File: src/rtl/muldiv_sequencer.sv
// muldiv_sequencer: iterative RV32M multiply/divide unit for the EX stage.
// Multiplication is done as a shift-add over operand magnitudes. Division is
// done as a restoring divide over operand magnitudes. Signs are fixed up in
// FIN. Divide-by-zero and signed overflow skip the iterations and go straight
// to FIN. Result is valid in the FIN cycle, while Done is high.
module muldiv_sequencer #(
  parameter int WIDTH = 32,
  parameter int CNT_W = $clog2(WIDTH) + 1
) (
  input  logic             clk,
  input  logic             reset,
  input  logic             Start,
  input  logic [2:0]       Funct3,
  input  logic [WIDTH-1:0] SrcA,
  input  logic [WIDTH-1:0] SrcB,
  input  logic             Flush,
  output logic             Busy,
  output logic             Stall,
  output logic             Done,
  output logic [WIDTH-1:0] Result
);

  typedef enum logic [1:0] {S_IDLE, S_CALC, S_FIN} state_t;

  state_t             state_q, state_d;
  logic [CNT_W-1:0]   cnt_q, cnt_d;
  logic [2:0]         op_q, op_d;
  logic [WIDTH-1:0]   opnd_q, opnd_d;     // multiplicand magnitude or divisor magnitude
  logic [WIDTH-1:0]   hi_q, hi_d;         // product high half / partial remainder
  logic [WIDTH-1:0]   lo_q, lo_d;         // multiplier+product low half / quotient
  logic               qneg_q, qneg_d;     // negate product or quotient
  logic               rneg_q, rneg_d;     // negate remainder
  logic               special_q, special_d;
  logic [WIDTH-1:0]   result_q, result_d;

  function automatic logic [WIDTH-1:0] cond_neg(input logic [WIDTH-1:0] v, input logic neg);
    cond_neg = neg ? (~v + {{(WIDTH-1){1'b0}}, 1'b1}) : v;
  endfunction

  function automatic logic [2*WIDTH-1:0] cond_neg2(input logic [2*WIDTH-1:0] v, input logic neg);
    cond_neg2 = neg ? (~v + {{(2*WIDTH-1){1'b0}}, 1'b1}) : v;
  endfunction

  // Operand decode used on acceptance
  logic             a_signed, b_signed, a_neg, b_neg;
  logic [WIDTH-1:0] a_mag, b_mag;
  logic             div_zero, div_ovf, special;
  logic [WIDTH-1:0] special_res;

  // Decode signedness, magnitudes and the fast-path cases from the raw request
  always_comb begin
    a_signed    = Funct3[2] ? ~Funct3[0] : (Funct3[1:0] != 2'b11);
    b_signed    = Funct3[2] ? ~Funct3[0] : ~Funct3[1];
    a_neg       = a_signed & SrcA[WIDTH-1];
    b_neg       = b_signed & SrcB[WIDTH-1];
    a_mag       = cond_neg(SrcA, a_neg);
    b_mag       = cond_neg(SrcB, b_neg);
    div_zero    = Funct3[2] & (SrcB == '0);
    div_ovf     = Funct3[2] & ~Funct3[0] & (SrcA == {1'b1, {(WIDTH-1){1'b0}}}) & (SrcB == '1);
    special     = div_zero | div_ovf;
    if (div_zero) special_res = Funct3[1] ? SrcA : '1;
    else          special_res = Funct3[1] ? '0 : SrcA;
  end

  // One iteration step for each algorithm
  logic [WIDTH:0]     msum;
  logic [2*WIDTH-1:0] mul_next;
  logic [WIDTH:0]     dshift;
  logic [WIDTH-1:0]   dsub;
  logic               dge;
  logic [2*WIDTH-1:0] div_next;

  // Shift-add multiply step and restoring divide step
  always_comb begin
    msum     = {1'b0, hi_q} + (lo_q[0] ? {1'b0, opnd_q} : {(WIDTH+1){1'b0}});
    mul_next = {msum, lo_q[WIDTH-1:1]};
    dshift   = {hi_q, lo_q[WIDTH-1]};
    dge      = dshift >= {1'b0, opnd_q};
    dsub     = dshift[WIDTH-1:0] - opnd_q;
    div_next = dge ? {dsub, lo_q[WIDTH-2:0], 1'b1}
                   : {dshift[WIDTH-1:0], lo_q[WIDTH-2:0], 1'b0};
  end

  // Sign correction and result selection for the FIN cycle
  logic [2*WIDTH-1:0] prod_c;
  logic [WIDTH-1:0]   fin_result;

  // Apply the latched sign flags and select the requested word
  always_comb begin
    prod_c = cond_neg2({hi_q, lo_q}, qneg_q);
    if (special_q)
      fin_result = lo_q;
    else if (op_q[2])
      fin_result = op_q[1] ? cond_neg(hi_q, rneg_q) : cond_neg(lo_q, qneg_q);
    else if (op_q[1:0] == 2'b00)
      fin_result = prod_c[WIDTH-1:0];
    else
      fin_result = prod_c[2*WIDTH-1:WIDTH];
  end

  // Next-state and datapath update for IDLE/CALC/FIN
  always_comb begin
    state_d   = state_q;
    cnt_d     = cnt_q;
    op_d      = op_q;
    opnd_d    = opnd_q;
    hi_d      = hi_q;
    lo_d      = lo_q;
    qneg_d    = qneg_q;
    rneg_d    = rneg_q;
    special_d = special_q;
    result_d  = result_q;
    case (state_q)
      S_IDLE: begin
        if (Start && !Flush) begin
          op_d   = Funct3;
          cnt_d  = '0;
          qneg_d = a_neg ^ b_neg;
          rneg_d = a_neg;
          hi_d   = '0;
          if (special) begin
            special_d = 1'b1;
            opnd_d    = '0;
            lo_d      = special_res;
            state_d   = S_FIN;
          end else begin
            special_d = 1'b0;
            opnd_d    = Funct3[2] ? b_mag : a_mag;
            lo_d      = Funct3[2] ? a_mag : b_mag;
            state_d   = S_CALC;
          end
        end
      end
      S_CALC: begin
        if (Flush) begin
          state_d = S_IDLE;
        end else begin
          {hi_d, lo_d} = op_q[2] ? div_next : mul_next;
          cnt_d        = cnt_q + CNT_W'(1);
          if (cnt_q == CNT_W'(WIDTH - 1)) state_d = S_FIN;
        end
      end
      S_FIN: begin
        state_d = S_IDLE;
        if (!Flush) result_d = fin_result;
      end
      default: state_d = S_IDLE;
    endcase
  end

  // State and datapath registers, cleared asynchronously
  always_ff @(posedge clk or posedge reset) begin
    if (reset) begin
      state_q   <= S_IDLE;
      cnt_q     <= '0;
      op_q      <= '0;
      opnd_q    <= '0;
      hi_q      <= '0;
      lo_q      <= '0;
      qneg_q    <= 1'b0;
      rneg_q    <= 1'b0;
      special_q <= 1'b0;
      result_q  <= '0;
    end else begin
      state_q   <= state_d;
      cnt_q     <= cnt_d;
      op_q      <= op_d;
      opnd_q    <= opnd_d;
      hi_q      <= hi_d;
      lo_q      <= lo_d;
      qneg_q    <= qneg_d;
      rneg_q    <= rneg_d;
      special_q <= special_d;
      result_q  <= result_d;
    end
  end

  assign Busy   = (state_q == S_CALC) || (state_q == S_FIN);
  assign Stall  = ((state_q == S_IDLE) && Start) || (state_q == S_CALC);
  assign Done   = (state_q == S_FIN) && !Flush;
  assign Result = Done ? fin_result : result_q;

endmodule
File: config.mk
export PLATFORM = sky130hd
export DESIGN_NAME = muldiv_sequencer
export DESIGN_NICKNAME = d
export VERILOG_FILES = /design/src/rtl/muldiv_sequencer.sv
export SDC_FILE = /design/constraint.sdc
export NUM_CORES = 1
export LEC_CHECK = 0
export ABC_AREA = 1
export CELL_PAD_IN_SITES_DETAIL_PLACEMENT = 0
export CELL_PAD_IN_SITES_GLOBAL_PLACEMENT = 2
export CORE_MARGIN = 2
export CORE_UTILIZATION = 33
export CTS_BUF_LIST = sky130_fd_sc_hd__clkbuf_4 sky130_fd_sc_hd__clkbuf_8
export DETAILED_ROUTE_END_ITERATION = 7
export PLACE_DENSITY = 0.86
export REMOVE_ABC_BUFFERS = 1
export SLEW_MARGIN = 5
export SYNTH_ARGS = -nofsm -noshare
export SYNTH_HDL_FRONTEND = slang
export SYNTH_SLANG_ARGS = --single-unit
File: constraint.sdc
create_clock -name clk -period 6.2 [get_ports clk]
set_clock_uncertainty 0.05 [all_clocks]
set_input_delay 0.93 -clock clk [delete_from_list [all_inputs] [get_ports clk]]
set_output_delay 0.93 -clock clk [all_outputs]
set_load 0.05 [all_outputs]
==> flow_metrics.py <==
metrics = {
    "yosys": {
        "avgSynthCellArea_um2": 5.50,
        "synth-seq-cells": 142,
        "synth_area_in_adders": 0.0507,
        "synthXorXnorAreaFrac": 0.0321,
        "ys_async_sr_fraction": 1.00,
        "synth_top_cell_area_share": 0.228,
        "yosys-top-cells-area": "sky130_fd_sc_hd__nand2_1 23%, sky130_fd_sc_hd__dfrtp_1 19%, sky130_fd_sc_hd__nand3_1 10%, sky130_fd_sc_hd__inv_1 8.2%, sky130_fd_sc_hd__nor2_1 7.1%",
        "ys_dominant_reg_cell": "sky130_fd_sc_hd__dfrtp_1",
        "synth_compound_gate_area_share": 0.155,
        "yosys_warnings": 0,
        "synth_simple_gate_area_share": 0.456,
        "yosys.cell_count.top_type": "sky130_fd_sc_hd__nand2_1",
        "syn_inst": 3417,
        "number_of_flops_mapped_to_enable_cells_by_yosys": 0,
        "synth_common_cells": "1,144 x sky130_fd_sc_hd__nand2_1, 411 x sky130_fd_sc_hd__inv_1, 392 x sky130_fd_sc_hd__nand3_1",
        "synth-seq-area-share": 0.189,
        "synth_largest_area_cell": "sky130_fd_sc_hd__nand2_1",
        "number_of_different_library_cells_in_the_post_synthesis_netlist": 55,
        "synth_top_family_by_area": "simple AND/OR/NAND/NOR gates",
        "synthesis.area_um2": 18800,
        "synth.area.mux_share": 0.000532,
    },
    "route": {
        "via_count": 22905,
        "avgViaCountPerCell": 5.44,
        "drt_first_pass_iters": 8,
        "drtIter0Drc": 2184,
        "route.final.wire_length_mm": 89.2,
        "postRouteAntennaNets": 0,
        "remaining_drc_errors": 0,
        "drt-wirelength-per-cell_um": 21.2,
    },
    "die": {
        "io_pins": 106,
        "die_h_um": 243,
        "core-area_um2": 56400,
        "fp.dieW_um": 243,
        "rows": 87,
        "die-area_um2": 58900,
        "floorplan.initialDensity": 0.334,
    },
    "clock_network": {
        "cts_inserted_buffers": 17,
        "ctsHtreeMaxLevel": 4,
        "clk_transition_reported_paths_ns": 0.11,
        "ctsResizeCount": 0,
        "clock-root-buffer": "sky130_fd_sc_hd__clkbuf_8",
        "clkSinkCount": 142,
        "cts_tree": "done",
        "buffer_count_from_post_cts_setup_fixing": 0,
        "cts.path.max_buffers": 2,
        "insertion_delay_ns": 0.58,
        "cts_hold_buffers": 0,
    },
    "critical_path": {
        "crit_arrival_ns": 4.22,
        "critical_path.top_delay_family": "buffers and inverters",
        "timing.critical_path.from_type": "flip-flop",
        "critPathBufInv": 5,
        "critPathCaptureType": "primary output",
        "timing_worst_setup_path_type": "flip-flop to primary output",
        "slowest_stage": "sky130_fd_sc_hd__inv_1",
        "timing.critical_path.required_ns": 5.22,
        "crit_top_cell": "sky130_fd_sc_hd__buf_4",
        "worstPathMaxFanout": 37,
        "critical_path.max_stage_delay_ns": 0.76,
        "ordered_list_of_cells_on_the_worst_path": "buf_4 > nor2_1 > buf_4 > inv_1 > buf_4 > nand3_1 > a21oi_1 > o21ai_0 > clkdlybuf4s50_1",
    },
    "global_route": {
        "first_global_vias": 21643,
        "globalRouteOverflowTotal": 0,
        "grt_start_max_net_pins": 97,
        "grt_pass1_wl_mm": 135,
        "groute.usage.overall": 0.300,
        "grt_antenna_before_repair": 1,
    },
    "timing": {
        "slew_viol_final": 0,
        "final_hold_viol_count": 0,
        "setup_viol_count_final": 0,
        "post-route-period-util": 0.838,
        "maxSlewHeadroom": 0.205,
        "worst_max_slew_pin_slew_ns": 1.19,
        "holdWs_ns": 0.434,
        "finalCriticalPeriod_ns": 5.20,
        "fmax_mhz": 192,
        "rsz0062_at_grt": "no",
        "finalSetupTns_ns": 0,
    },
    "layout": {
        "syn_to_final_growth_pct": 10.6,
        "drive_above_1_share": 0.0371,
        "final_standard_cell_utilization_of_the_core": 0.369,
        "fin_nets": 3585,
        "layout.area.seq_um2": 3560,
        "multi_input_comb_area_um2": 13100,
        "count_of_fill_cells_added_during_filler_insertion": 6557,
        "fin_area_um2": 20800,
    },
    "run": {
        "maxCapViolations": 0,
    },
    "power": {
        "power_density_over_the_cells_nw_per_um2": 593,
        "ir_drop_mv": 0.481,
        "power_mw": 12.3,
        "power.leakage_nw": 10.8,
    },
    "placement": {
        "place.detailed.hpwl_mm": 70.8,
        "postPlaceCellArea_um2": 20400,
        "gp_congestion": 0.957,
        "portBuffers": 105,
    },
    "min_path": {
        "hold_class": "flip-flop to flip-flop",
    },
    "status": {
        "run_status": "finished clean",
    },
}
-- stage by stage --
step,setup WS [ns],cells
finish,1.00,4209
CTS,1.01,4208
global placement,1.52,4176
floorplan,0.830,3291
detailed placement,1.48,4176
global route,0.807,4209
-- layout make-up --
type | count | share of cell area
Antenna cell | 1 | 0.000120
Clock buffer | 17 | 0.0112
Clock inverter | 15 | 0.00812
Inverter | 423 | 0.0766
Multi-Input combinational cell | 2726 | 0.628
Sequential cell | 142 | 0.171
Tap cell | 756 | 0.0455
Timing Repair Buffer | 129 | 0.0589
-- state kept, by name, summed over array words and instances, names as in the netlist --
name,flops
opnd_q,32
result_q,32
qneg_q,1
rneg_q,1
cnt_q,6
state_q,2
op_q,3
lo_q,32
special_q,1
hi_q,32
-- path summary, 6_finish.rpt --
path / start / cells past startpoint / slack (ns) / to
hold / removal: result_q[26]$_DFFE_PP0P_ / 2 / 0.43 / result_q[26]$_DFFE_PP0P_
hold reg to reg: result_q[26]$_DFFE_PP0P_ / 2 / 0.43 / result_q[26]$_DFFE_PP0P_
max in group asynchronous: reset / 3 / 3.92 / opnd_q[30]$_DFFE_PP0P_
setup reg to reg: hi_q[18]$_DFFE_PP0P_ / 17 / 2.48 / lo_q[0]$_DFFE_PP0P_
min in group asynchronous: reset / 2 / 0.86 / result_q[8]$_DFFE_PP0P_
setup / recovery: op_q[1]$_DFFE_PP0P_ / 9 / 1.00 / Result[6]
-- layer usage --
metal / share of wire / GRT usage
met1: 0.46 / 0.422
met2: 0.43 / 0.467
met3: 0.074 / 0.0451
met4: 0.032 / 0.101
met5: 0 / 0
-- placed cells by master, fill, tap and decap left out, drive strengths merged, types with 3 or more instances in the layout --
| master | synthesis | routed |
|---|---|---|
| o21bai | 11 | 11 |
| xnor2 | 10 | 10 |
| nor3 | 26 | 26 |
| or2 | 6 | 6 |
| buf | 46 | 25 |
| clkinv | 6 | 11 |
| clkdlybuf4s50 | 0 | 104 |
| nand3 | 399 | 399 |
| o21ai | 258 | 258 |
| nand4 | 42 | 42 |
| clkbuf | 80 | 17 |
| xor2 | 59 | 59 |
| o31ai | 7 | 7 |
| nand2 | 1154 | 1154 |
| nand3b | 18 | 18 |
| a31oi | 7 | 7 |
| and3 | 5 | 5 |
| o221ai | 4 | 4 |
| o22ai | 5 | 5 |
| o21a | 3 | 3 |
| nor2 | 382 | 382 |
| inv | 417 | 426 |
| o211ai | 22 | 22 |
| a21o | 6 | 6 |
| nor4 | 4 | 4 |
| ha | 73 | 73 |
| dfrtp | 142 | 142 |
| a21oi | 214 | 214 |
-- cells by family (layout without fill, tap and decap cells) --
logic type,Yosys count,in the layout
AOI/OAI and AO/OA,542,542
DFF,142,142
buffers and inverters,549,584
muxes,1,1
other,0,1
xor gates and xnor gates,69,69
adders and majority gates,75,75
and+or+nand+nor,2039,2039
-- where the power goes --
group / internal, mW / leakage, nW / switching, mW
sequential: 1.34 / 1.77 / 0.760
combinational: 2.70 / 8.81 / 6.72
clock: 0.305 / 0.202 / 0.520
total: 4.34 / 10.8 / 8.00
-- worst min-delay path, cell delays in order (launching register included) --
cell                      delay (ns)
sky130_fd_sc_hd__dfrtp_1        0.34
sky130_fd_sc_hd__nand2_1        0.05
sky130_fd_sc_hd__nand2_1        0.07
(Power assumes the default switching activity.)
